### config.mk
export PLATFORM = sky130hd
export DESIGN_NAME = dmem_store_buffer
export DESIGN_NICKNAME = d
export VERILOG_FILES = /design/src/rtl/dmem_store_buffer.sv
export SDC_FILE = /design/constraint.sdc
export NUM_CORES = 1
export LEC_CHECK = 0
export BUFFER_PORTS_ARGS = -buffer_cell sky130_fd_sc_hd__buf_2
export CELL_PAD_IN_SITES_DETAIL_PLACEMENT = 2
export CELL_PAD_IN_SITES_GLOBAL_PLACEMENT = 2
export CORE_MARGIN = 1.5
export CORE_UTILIZATION = 40
export DETAILED_ROUTE_END_ITERATION = 10
export HOLD_SLACK_MARGIN = 0.08
export PLACE_DENSITY_LB_ADDON = 0.1
export SLEW_MARGIN = 25
export SYNTH_ARGS = -nofsm -noshare
export SYNTH_HDL_FRONTEND = slang
export SYNTH_SLANG_ARGS = --single-unit
### constraint.sdc
create_clock -name clk -period 3.3 [get_ports clk]
set_input_delay 0 -clock clk [delete_from_list [all_inputs] [get_ports clk]]
set_output_delay 0 -clock clk [all_outputs]
set_load 0.03 [all_outputs]
### src/rtl/dmem_store_buffer.sv
// -----------------------------------------------------------------------------
// dmem_store_buffer
// Posted-write store buffer between the core data-memory port and external
// data memory. Core stores land in a DEPTH-entry FIFO in one cycle and are
// drained to memory over a req/ack write port. Core loads read memory
// combinationally; a load that hits a buffered store either stalls until the
// matching entries drain (default build) or is forwarded from the youngest
// matching entry (SB_FORWARD_EN defined).
//
// Compile-time option: SB_FORWARD_EN -- enables store-to-load forwarding.
//
// Ports:
//   clk        rising-edge clock
//   reset      asynchronous active-low reset
//   st_valid   core store this cycle      ld_valid  core load this cycle
//   addr       core data address          wdata     core store data
//   rdata      load data to core          stall     core must hold this cycle
//   mem_raddr  memory read address (=addr) mem_rdata memory read data
//   mem_wreq   write request              mem_wack  write accepted at this edge
//   mem_waddr  head entry address         mem_wdata head entry data
//   count      occupied entries           empty     count==0
// -----------------------------------------------------------------------------
module dmem_store_buffer #(
    parameter int DEPTH = 4
) (
    input  logic                   clk,
    input  logic                   reset,
    input  logic                   st_valid,
    input  logic                   ld_valid,
    input  logic [31:0]            addr,
    input  logic [31:0]            wdata,
    output logic [31:0]            rdata,
    output logic                   stall,
    output logic [31:0]            mem_raddr,
    input  logic [31:0]            mem_rdata,
    output logic                   mem_wreq,
    output logic [31:0]            mem_waddr,
    output logic [31:0]            mem_wdata,
    input  logic                   mem_wack,
    output logic [$clog2(DEPTH):0] count,
    output logic                   empty
);

    localparam int AW = $clog2(DEPTH);
    localparam int PW = AW + 1;

    typedef enum logic [0:0] {
        ST_IDLE = 1'b0,
        ST_REQ  = 1'b1
    } state_t;

    state_t        r_state;
    state_t        w_state_next;
    logic [PW-1:0] r_head;
    logic [PW-1:0] r_tail;
    logic [PW-1:0] r_count;
    logic [PW-1:0] w_count_next;
    logic [31:0]   r_addr [DEPTH];
    logic [31:0]   r_data [DEPTH];
    logic          w_full;
    logic          w_empty;
    logic          w_enq;
    logic          w_pop;
    logic          w_match;
    logic          w_hit;
`ifdef SB_FORWARD_EN
    logic [31:0]   w_fwd_data;
`endif

    // Word-granular address compare; byte offset is ignored.
    function automatic logic word_match(input logic [31:0] a, input logic [31:0] b);
        return a[31:2] == b[31:2];
    endfunction

    assign w_empty = (r_head == r_tail);
    // Pointers carry one extra wrap bit: same index with differing wrap bit is full.
    assign w_full  = (r_head[AW-1:0] == r_tail[AW-1:0]) && (r_head[AW] != r_tail[AW]);
    // Full blocks enqueue even when a pop happens at the same edge.
    assign w_enq   = st_valid & ~w_full;
    assign w_pop   = (r_state == ST_REQ) & mem_wack;

    // Occupancy after the coming edge.
    always_comb begin
        w_count_next = r_count;
        case ({w_enq, w_pop})
            2'b10:   w_count_next = r_count + PW'(1);
            2'b01:   w_count_next = r_count - PW'(1);
            default: w_count_next = r_count;
        endcase
    end

    // Write-port next-state logic.
    always_comb begin
        w_state_next = r_state;
        case (r_state)
            ST_IDLE: begin
                // A store landing this edge also starts the request, so a
                // stream of stores with mem_wack held high drains one per cycle.
                if (!w_empty || w_enq) begin
                    w_state_next = ST_REQ;
                end else begin
                    w_state_next = ST_IDLE;
                end
            end
            ST_REQ: begin
                if (w_pop && (w_count_next == {PW{1'b0}})) begin
                    w_state_next = ST_IDLE;
                end else begin
                    w_state_next = ST_REQ;
                end
            end
            default: w_state_next = ST_IDLE;
        endcase
    end

    // State, pointer and occupancy registers.
    always_ff @(posedge clk or negedge reset) begin
        if (!reset) begin
            r_state <= ST_IDLE;
            r_head  <= {PW{1'b0}};
            r_tail  <= {PW{1'b0}};
            r_count <= {PW{1'b0}};
        end else begin
            r_state <= w_state_next;
            r_count <= w_count_next;
            if (w_enq) begin
                r_tail <= r_tail + PW'(1);
            end
            if (w_pop) begin
                r_head <= r_head + PW'(1);
            end
        end
    end

    // Entry storage; cleared on reset so the write port shows zeros.
    always_ff @(posedge clk or negedge reset) begin
        if (!reset) begin
            for (int i = 0; i < DEPTH; i++) begin
                r_addr[i] <= 32'h0000_0000;
                r_data[i] <= 32'h0000_0000;
            end
        end else if (w_enq) begin
            r_addr[r_tail[AW-1:0]] <= addr;
            r_data[r_tail[AW-1:0]] <= wdata;
        end
    end

    // Scan occupied entries oldest to youngest; the last match wins.
    always_comb begin
        w_match = 1'b0;
`ifdef SB_FORWARD_EN
        w_fwd_data = 32'h0000_0000;
`endif
        for (int k = 0; k < DEPTH; k++) begin
            if ((PW'(k) < r_count) && word_match(r_addr[r_head[AW-1:0] + AW'(k)], addr)) begin
                w_match = 1'b1;
`ifdef SB_FORWARD_EN
                w_fwd_data = r_data[r_head[AW-1:0] + AW'(k)];
`endif
            end else begin
                w_match = w_match;
            end
        end
    end

    assign w_hit = ld_valid & w_match;

`ifdef SB_FORWARD_EN
    assign stall = st_valid & w_full;
    assign rdata = w_hit ? w_fwd_data : mem_rdata;
`else
    // A load alongside a store is treated as the store only.
    assign stall = (st_valid & w_full) | (ld_valid & ~st_valid & w_hit);
    assign rdata = mem_rdata;
`endif

    assign mem_raddr = addr;
    assign mem_wreq  = (r_state == ST_REQ);
    assign mem_waddr = r_addr[r_head[AW-1:0]];
    assign mem_wdata = r_data[r_head[AW-1:0]];
    assign count     = r_count;
    assign empty     = w_empty;

endmodule

==> results.txt, run 1 <==
----------------------------------------------------
[Run status]
  Run status ... finished, violations left
  Failing checks ... negative setup slack

[Critical path]
  Capturing element type of the critical path ... primary output
  Arr. time, crit path ... 3.85 ns
  Worst Path Required ... 3.30 ns
  Critical path fanouts, max ... 13
  Reg2Reg Capture Point ... mem_wreq$_DFF_PN0_
  Worst r2r path cells ... 10
  Worst reg2reg startpoint ... r_head[0]$_DFFE_PN0P_
  Kind of start point of the critical path ... flop
  Critical Setup Path Class ... reg -> out
  R2R Setup Slk ... 0.41 ns

[Global routing]
  Pin count of the biggest net entering global routing ... 61
  Global-route wire length before repair ... 82,600 um
  Overflow left after global routing ... 0
  Vias in the first global route ... 12,800
  GRT Resource Usage Total ... 26.3%
  Number of antenna violations at the first check in global routing ... 0

[Place]
  Setup slack at placement ... -0.154 ns
  Placed cells ... 1,851
  Port-buffer cells ... 170
  Routability cong. ... 0.892
  Post-detailed-placement half-perimeter wirelength ... 36,400 um

[Synthesis]
  Number of standard cells after synthesis ... 1,230
  Yosys top cell by area ... sky130_fd_sc_hd__dfrtp_1
  Per-instance average area after synthesis ... 13.2 um2
  Part of the Yosys area used for sequential elements ... 41.0%
  Most used standard cell by instance count after synthesis ... sky130_fd_sc_hd__dfrtp_1
  Post-Syn Area ... 0.0162 mm2
  Yosys top cell area share ... 41.0%
  Synthesized Nets ... 1,341
  Async set-or-reset flop fraction in the synthesized netlist ... 100%
  Top area cells in the synthesized netlist ... sky130_fd_sc_hd__dfrtp_1, sky130_fd_sc_hd__mux2_2, sky130_fd_sc_hd__mux4_2
  Dominant register cell in the synthesized netlist ... sky130_fd_sc_hd__dfrtp_1
  Netlist cell types ... 51
  Flip-flop and latch count after synthesis ... 266
  Yosys Warn Count ... 0
  Top cells by instance count after synthesis ... sky130_fd_sc_hd__dfrtp_1, sky130_fd_sc_hd__mux2_2, sky130_fd_sc_hd__mux4_2
  Number of synthesized flops with an enable pin ... 0

[Cells and area]
  Number of antenna cells inserted ... 0
  Number of nets in the finished design ... 1,577
  Share of final-layout standard cells stronger than drive strength 1 ... 46.2%
  Core occupancy in the finished layout ... 50.1%
  Number of fillers in the final layout ... 3,780
  Post-layout instance count excluding filler cells ... 2,015
  Layout-stage area growth over the synthesis result ... 23.2%

[CTS]
  Insertion delay to the later sink of the worst-skew pair ... 0.61 ns
  CTS tree ... yes
  CTS buffer count ... 31
  Maximum count of clock buffers along a single path ... 3
  CTS H-Tree Depth ... 1
  Root Buffer Master ... sky130_fd_sc_hd__clkbuf_16
  Clock transition time at the flip-flop clock pins of the worst setup and hold paths ... 0.06 ns
  CTS Sinks ... 266

[Timing]
  Clock skew ... 0.0147 ns
  Worst hold slack across all endpoints ... 0.219 ns
  Highest Clock Rate ... 260 MHz
  Worst-Margin Slew ... 0.550 ns
  Worst max-slew margin expressed relative to the limit ... 63.3%
  Unrepaired setup endpoints after global routing ... yes
  Final Hold Viols ... 0
  Final worst path period share ... 117%
  Final critical-path required period ... 3.85 ns
  Worst path setup slack after routing ... -0.547 ns
  Endpoints failing setup ... 1
  Count of pins over their slew limit ... 0

[Power and ir drop]
  Clock Power Share ... 13.1%
  Sw frac ... 44.1%
  Leakage component of the power ... 8.59 nW
  Internal power consumption ... 0.0148 W
  Total power draw ... 0.0265 W
  Worst vdd ir ... 0.657 mV
  P per Cell Area ... 1320 mW/mm2
  Share of total power in combinational logic ... 62.2%
  Fraction of power consumed by sequential logic ... 24.8%
  Switching power of the nets ... 0.0117 W

[Floorplanning]
  Number of I/O pins ... 235
  Num rows ... 73
  Die width ... 204 um
  Initial standard-cell utilization of the core ... 40.7%
  Die Area ... 0.0418 mm2
  Chip height ... 204 um
  Placeable Area ... 0.0399 mm2

[Detailed routing]
  Post-route DRC ... 0
  Number of vias per cell ... 5.77
  Detailed-route via count ... 11,600
  Average routed wire per standard cell ... 26.8 um
  Detailed Route WL ... 53,900 um
  Initial DRC Count ... 474
  Antenna-violating nets left ... 0
  Detailed-router iteration count before antenna repair ... 6

[Min path]
  Hold WC Path Type ... in -> reg
  Worst Hold Depth ... 3
  Hold EP ... r_data[108]$_DFFE_PN0P_
  Origin of the worst min-delay path ... wdata[12]

[Run]
  Max-cap violations ... 0

----------------------------------------------------
-- layout make-up --
cell class                 instances  area, um2  share of cell area (%)
multi-input combinational        785       8730                    43.6
sequential                       266       6660                    33.3
clock buffer                      45        908                    4.54
tap                              525        657                    3.28
timing repair buffer             365       2880                    14.4
clock inverter                    12        104                   0.519
inverter                          17       63.8                   0.319
-- layout by cell type, fill, tap and decap left out, types with 3 or more instances in the layout --
cell                            count
sky130_fd_sc_hd__dlygate4sd3_1    100
sky130_fd_sc_hd__o22ai_1           12
sky130_fd_sc_hd__a221oi_1           3
sky130_fd_sc_hd__a22oi_1            7
sky130_fd_sc_hd__inv_1             15
sky130_fd_sc_hd__nand3_1            5
sky130_fd_sc_hd__xnor2_1           62
sky130_fd_sc_hd__nor4_1             8
sky130_fd_sc_hd__ha_1               9
sky130_fd_sc_hd__mux2i_1           83
sky130_fd_sc_hd__mux2i_2            5
sky130_fd_sc_hd__a211oi_1           5
sky130_fd_sc_hd__o21ai_0           43
sky130_fd_sc_hd__clkbuf_1           6
sky130_fd_sc_hd__nor2_1             7
sky130_fd_sc_hd__buf_6              4
sky130_fd_sc_hd__buf_4             72
sky130_fd_sc_hd__clkbuf_16         31
sky130_fd_sc_hd__nor2b_1            4
sky130_fd_sc_hd__clkinv_2           9
sky130_fd_sc_hd__nor3_1             7
sky130_fd_sc_hd__mux4_1             9
sky130_fd_sc_hd__nand2_1           56
sky130_fd_sc_hd__buf_2            168
sky130_fd_sc_hd__nand4_1           15
sky130_fd_sc_hd__clkbuf_8           8
sky130_fd_sc_hd__dfrtp_1          264
sky130_fd_sc_hd__and2_1             3
sky130_fd_sc_hd__xnor2_2            3
sky130_fd_sc_hd__o221ai_1           3
sky130_fd_sc_hd__buf_12            16
sky130_fd_sc_hd__nor4_2             3
sky130_fd_sc_hd__a21oi_1           14
sky130_fd_sc_hd__mux4_2           110
sky130_fd_sc_hd__xor2_1            38
sky130_fd_sc_hd__nand2_4            4
sky130_fd_sc_hd__mux2_2           229
-- sequential cells by signal, summed over array words and instances (netlist names) --
register,cells
r_addr,128
mem_wreq,1
r_tail,3
count,3
r_data,128
r_head,3
-- through the flow --
| stage | cell area, um2 | TNS, ns |
|---|---|---|
| after floorplan | 16200 | 0 |
| after global placement | 17700 | -0.160 |
| after detailed placement | 17700 | -0.154 |
| after CTS | 19900 | -0.548 |
| after global routing | 20000 | -0.627 |
| final | 20000 | -0.547 |
-- worst max-delay path by stage --
stage                                startpoint    end  slack, ns  cells after the start
after floorplan           r_head[0]$_DFFE_PN0P_  stall       0.17                     10
after global placement    r_head[0]$_DFFE_PN0P_  stall      -0.16                     10
after detailed placement  r_head[0]$_DFFE_PN0P_  stall      -0.15                     11
after CTS                 r_head[0]$_DFFE_PN0P_  stall      -0.55                     12
after global routing      r_head[0]$_DFFE_PN0P_  stall      -0.63                     12
final                     r_head[0]$_DFFE_PN0P_  stall      -0.55                     11
-- power groups by stage --
stage,registers [W],clock network [W],logic (W)
3_3_place_gp,0.00634,0,0.0155
4_1_cts,0.00648,0.00356,0.0164
6_report,0.00656,0.00347,0.0165
3_5_place_dp,0.00649,0,0.0157
2_1_floorplan,0.00590,0,0.0112
5_1_grt,0.00681,0.00367,0.0175
-- timing repair --
action | CTS | global route
hold buffers | 101 | 0
endpoints found under the hold margin | 488 | 0
setup buffers | 4 | 0
gates resized for setup | 16 | 19
setup endpoints to repair | 1 | 1
gates cloned | 2 | 0
pin swaps | 6 | 3
-- cells by family after synthesis --
group	synth area share (%)
mux	38.1
simple gates	3.44
flops	41.0
xor+xnor	5.55
compound gates	4.65
buf+inv	6.47
fa+ha+maj	0.770
-- worst max-delay path, cell delays in order, from the launching register on --
cell                      delay, ns
sky130_fd_sc_hd__dfrtp_4       0.52
sky130_fd_sc_hd__ha_4          0.36
sky130_fd_sc_hd__buf_12        0.17
sky130_fd_sc_hd__buf_4         0.15
sky130_fd_sc_hd__mux4_2        0.50
sky130_fd_sc_hd__xor2_1        0.18
sky130_fd_sc_hd__nor3_1        0.45
sky130_fd_sc_hd__nand4_1       0.19
sky130_fd_sc_hd__o22ai_2       0.23
sky130_fd_sc_hd__o31ai_2       0.13
sky130_fd_sc_hd__a21oi_1       0.18
sky130_fd_sc_hd__buf_4         0.18
-- routing by layer --
metal / routed length (um) / global-route usage, %
met3: 2170 / 4.22
met5: 0 / 0
met1: 24000 / 35.7
met4: 1730 / 7.64
met2: 26100 / 43.3
(Power assumes the default switching activity.)
==> run 2, diff against run 1 <==
CELL_PAD_IN_SITES_DETAIL_PLACEMENT = 1   (was 2)
RECOVER_POWER = 25   (was not set)
==> results.txt, run 2 (synthesized netlist as in run 1, its figures left out) <==
----------------------------------------------------
[Global routing]
  Number of antenna violations at the first check in global routing ... 0
  Vias in the first global route ... 12,400
  Overflow left after global routing ... 0
  GRT Resource Usage Total ... 24.5%
  Global-route wire length before repair ... 77,400 um
  Pin count of the biggest net entering global routing ... 97

[Cells and area]
  Most common cell after layout, fill and taps aside ... sky130_fd_sc_hd__dfrtp_1
  Share of final-layout standard cells stronger than drive strength 1 ... 46.7%
  Largest registers ranked by flip-flop count ... r_addr (128), r_data (128)
  Layout-stage area growth over the synthesis result ... 24.5%
  Core occupancy in the finished layout ... 50.7%
  Number of nets in the finished design ... 1,587
  Number of fillers in the final layout ... 4,049
  Number of antenna cells inserted ... 0
  Leading cell types in the layout, fill and taps excluded ... sky130_fd_sc_hd__dfrtp_1, sky130_fd_sc_hd__mux2_2, sky130_fd_sc_hd__buf_2

[Detailed routing]
  Post-route DRC ... 0
  Number of vias per cell ... 5.67
  Antenna-violating nets left ... 0
  Initial DRC Count ... 657
  Detailed-router iteration count before antenna repair ... 5
  Detailed Route WL ... 50,300 um
  Average routed wire per standard cell ... 24.8 um
  Detailed-route via count ... 11,500

[Power and ir drop]
  Leakage component of the power ... 8.69 nW
  P per Cell Area ... 1330 mW/mm2
  Total power draw ... 0.0269 W
  Worst vdd ir ... 0.539 mV

[Critical path]
  Capturing element type of the critical path ... primary output
  Kind of start point of the critical path ... flop
  Worst reg2reg startpoint ... r_head[0]$_DFFE_PN0P_
  Critical Setup Path Class ... reg -> out
  Reg2Reg Capture Point ... mem_wreq$_DFF_PN0_
  Worst r2r path cells ... 10
  Worst Path Required ... 3.30 ns
  Critical path fanouts, max ... 12
  R2R Setup Slk ... 0.46 ns
  Arr. time, crit path ... 3.77 ns

[Timing]
  Worst path setup slack after routing ... -0.466 ns
  Clock skew ... 0.0137 ns
  Worst max-slew margin expressed relative to the limit ... -72.3%
  Worst hold slack across all endpoints ... 0.259 ns
  Count of pins over their slew limit ... 96
  Endpoints failing setup ... 1
  Final critical-path required period ... 3.77 ns
  Worst-Margin Slew ... 2.58 ns
  Highest Clock Rate ... 266 MHz
  Final worst path period share ... 114%
  Final Hold Viols ... 0
  Unrepaired setup endpoints after global routing ... yes

[CTS]
  Root Buffer Master ... sky130_fd_sc_hd__clkbuf_16
  Clock transition time at the flip-flop clock pins of the worst setup and hold paths ... 0.06 ns
  CTS buffer count ... 34
  Maximum count of clock buffers along a single path ... 3
  CTS H-Tree Depth ... 2
  CTS tree ... yes
  CTS Sinks ... 266
  Insertion delay to the later sink of the worst-skew pair ... 0.55 ns

[Min path]
  Worst Hold Depth ... 3
  Origin of the worst min-delay path ... wdata[12]
  Hold EP ... r_data[44]$_DFFE_PN0P_
  Hold WC Path Type ... in -> reg

[Run status]
  Run status ... finished, violations left
  Failing checks ... max-capacitance violations, max-slew violations, negative setup slack

[Place]
  Post-detailed-placement half-perimeter wirelength ... 34,600 um
  Setup slack at placement ... -0.140 ns
  Routability cong. ... 0.892
  Port-buffer cells ... 170

[Floorplanning]
  Die width ... 204 um
  Number of I/O pins ... 235
  Num rows ... 73
  Placeable Area ... 0.0399 mm2
  Die Area ... 0.0418 mm2
  Initial standard-cell utilization of the core ... 40.7%
  Chip height ... 204 um

[Run]
  Max-cap violations ... 1

----------------------------------------------------
-- run 2: cell count changes in the layout (fill, tap and decap cells not counted), moves of 3 or more --
| cell | change |
|---|---|
| sky130_fd_sc_hd__clkbuf_1 | +5 |
| sky130_fd_sc_hd__clkinv_2 | -4 |
| sky130_fd_sc_hd__xnor2_2 | +3 |
| sky130_fd_sc_hd__xnor2_1 | -3 |
| sky130_fd_sc_hd__clkbuf_8 | -4 |
| sky130_fd_sc_hd__buf_4 | +9 |
| sky130_fd_sc_hd__buf_6 | -3 |
| sky130_fd_sc_hd__bufinv_16 | +4 |
| sky130_fd_sc_hd__clkbuf_16 | +4 |
-- run 2: repair_timing --
item | in CTS | in global routing
buffers inserted | 3 | 10
pin swaps | 5 | 9
endpoints found under the setup margin | 1 | 1
cloned | 1 | 1
resized for setup | 18 | 29
hold buffers | 99 | 0
hold endpoints to repair | 458 | 0
-- run 2: final cells by class --
type / instances / area (um2) / area share [%]
repair buffers: 372 / 2890 / 14.3
flip-flops and latches: 266 / 6660 / 32.9
inverters: 17 / 63.8 / 0.315
multi-input cells: 785 / 8790 / 43.5
clock inverters: 13 / 219 / 1.08
clock buffers: 47 / 940 / 4.65
well taps: 525 / 657 / 3.25
-- run 2: worst max-delay path by stage --
stage,start,endpoint,slack [ns],depth (start not counted)
global route,r_head[0]$_DFFE_PN0P_,stall,-0.63,13
global placement,r_head[0]$_DFFE_PN0P_,stall,-0.16,10
CTS,r_head[0]$_DFFE_PN0P_,stall,-0.48,12
floorplan,r_head[0]$_DFFE_PN0P_,stall,0.17,10
finish,r_head[0]$_DFFE_PN0P_,stall,-0.47,13
detailed placement,r_head[0]$_DFFE_PN0P_,stall,-0.14,10
-- run 2: power breakdown --
part,internal [W],switching (W)
Sequential,0.00495,0.00153
Combinational,0.00804,0.00845
Clock,0.00240,0.00151
Total,0.0154,0.0115
-- run 2: metrics by stage --
step                area, um2  TNS, ns  std cells
floorplan               16200        0       1230
global placement        17700   -0.160       1851
detailed placement      17700   -0.140       1851
CTS                     20000   -0.478       2014
global route            20200   -0.628       2025
finish                  20200   -0.466       2025
-- run 2: metal layers --
layer,routed length (um),global-route usage [%],vias to the layer above
met5,0,0,-
met4,1500,8.64,0
met3,2260,3.66,76
met2,23900,39.2,287
met1,22600,33.9,6070
li1,-,-,5050
-- run 2: worst max-delay path: stages, from the launching register on --
cell,delay (ns)
sky130_fd_sc_hd__dfrtp_4,0.51
sky130_fd_sc_hd__ha_4,0.33
sky130_fd_sc_hd__buf_4,0.15
sky130_fd_sc_hd__clkbuf_16,0.19
sky130_fd_sc_hd__buf_4,0.14
sky130_fd_sc_hd__mux4_2,0.31
sky130_fd_sc_hd__xnor2_1,0.18
sky130_fd_sc_hd__nand4_1,0.14
sky130_fd_sc_hd__nor4_1,0.38
sky130_fd_sc_hd__nand4_1,0.21
sky130_fd_sc_hd__o22ai_2,0.22
sky130_fd_sc_hd__o31ai_4,0.12
sky130_fd_sc_hd__a21oi_1,0.15
sky130_fd_sc_hd__buf_4,0.18
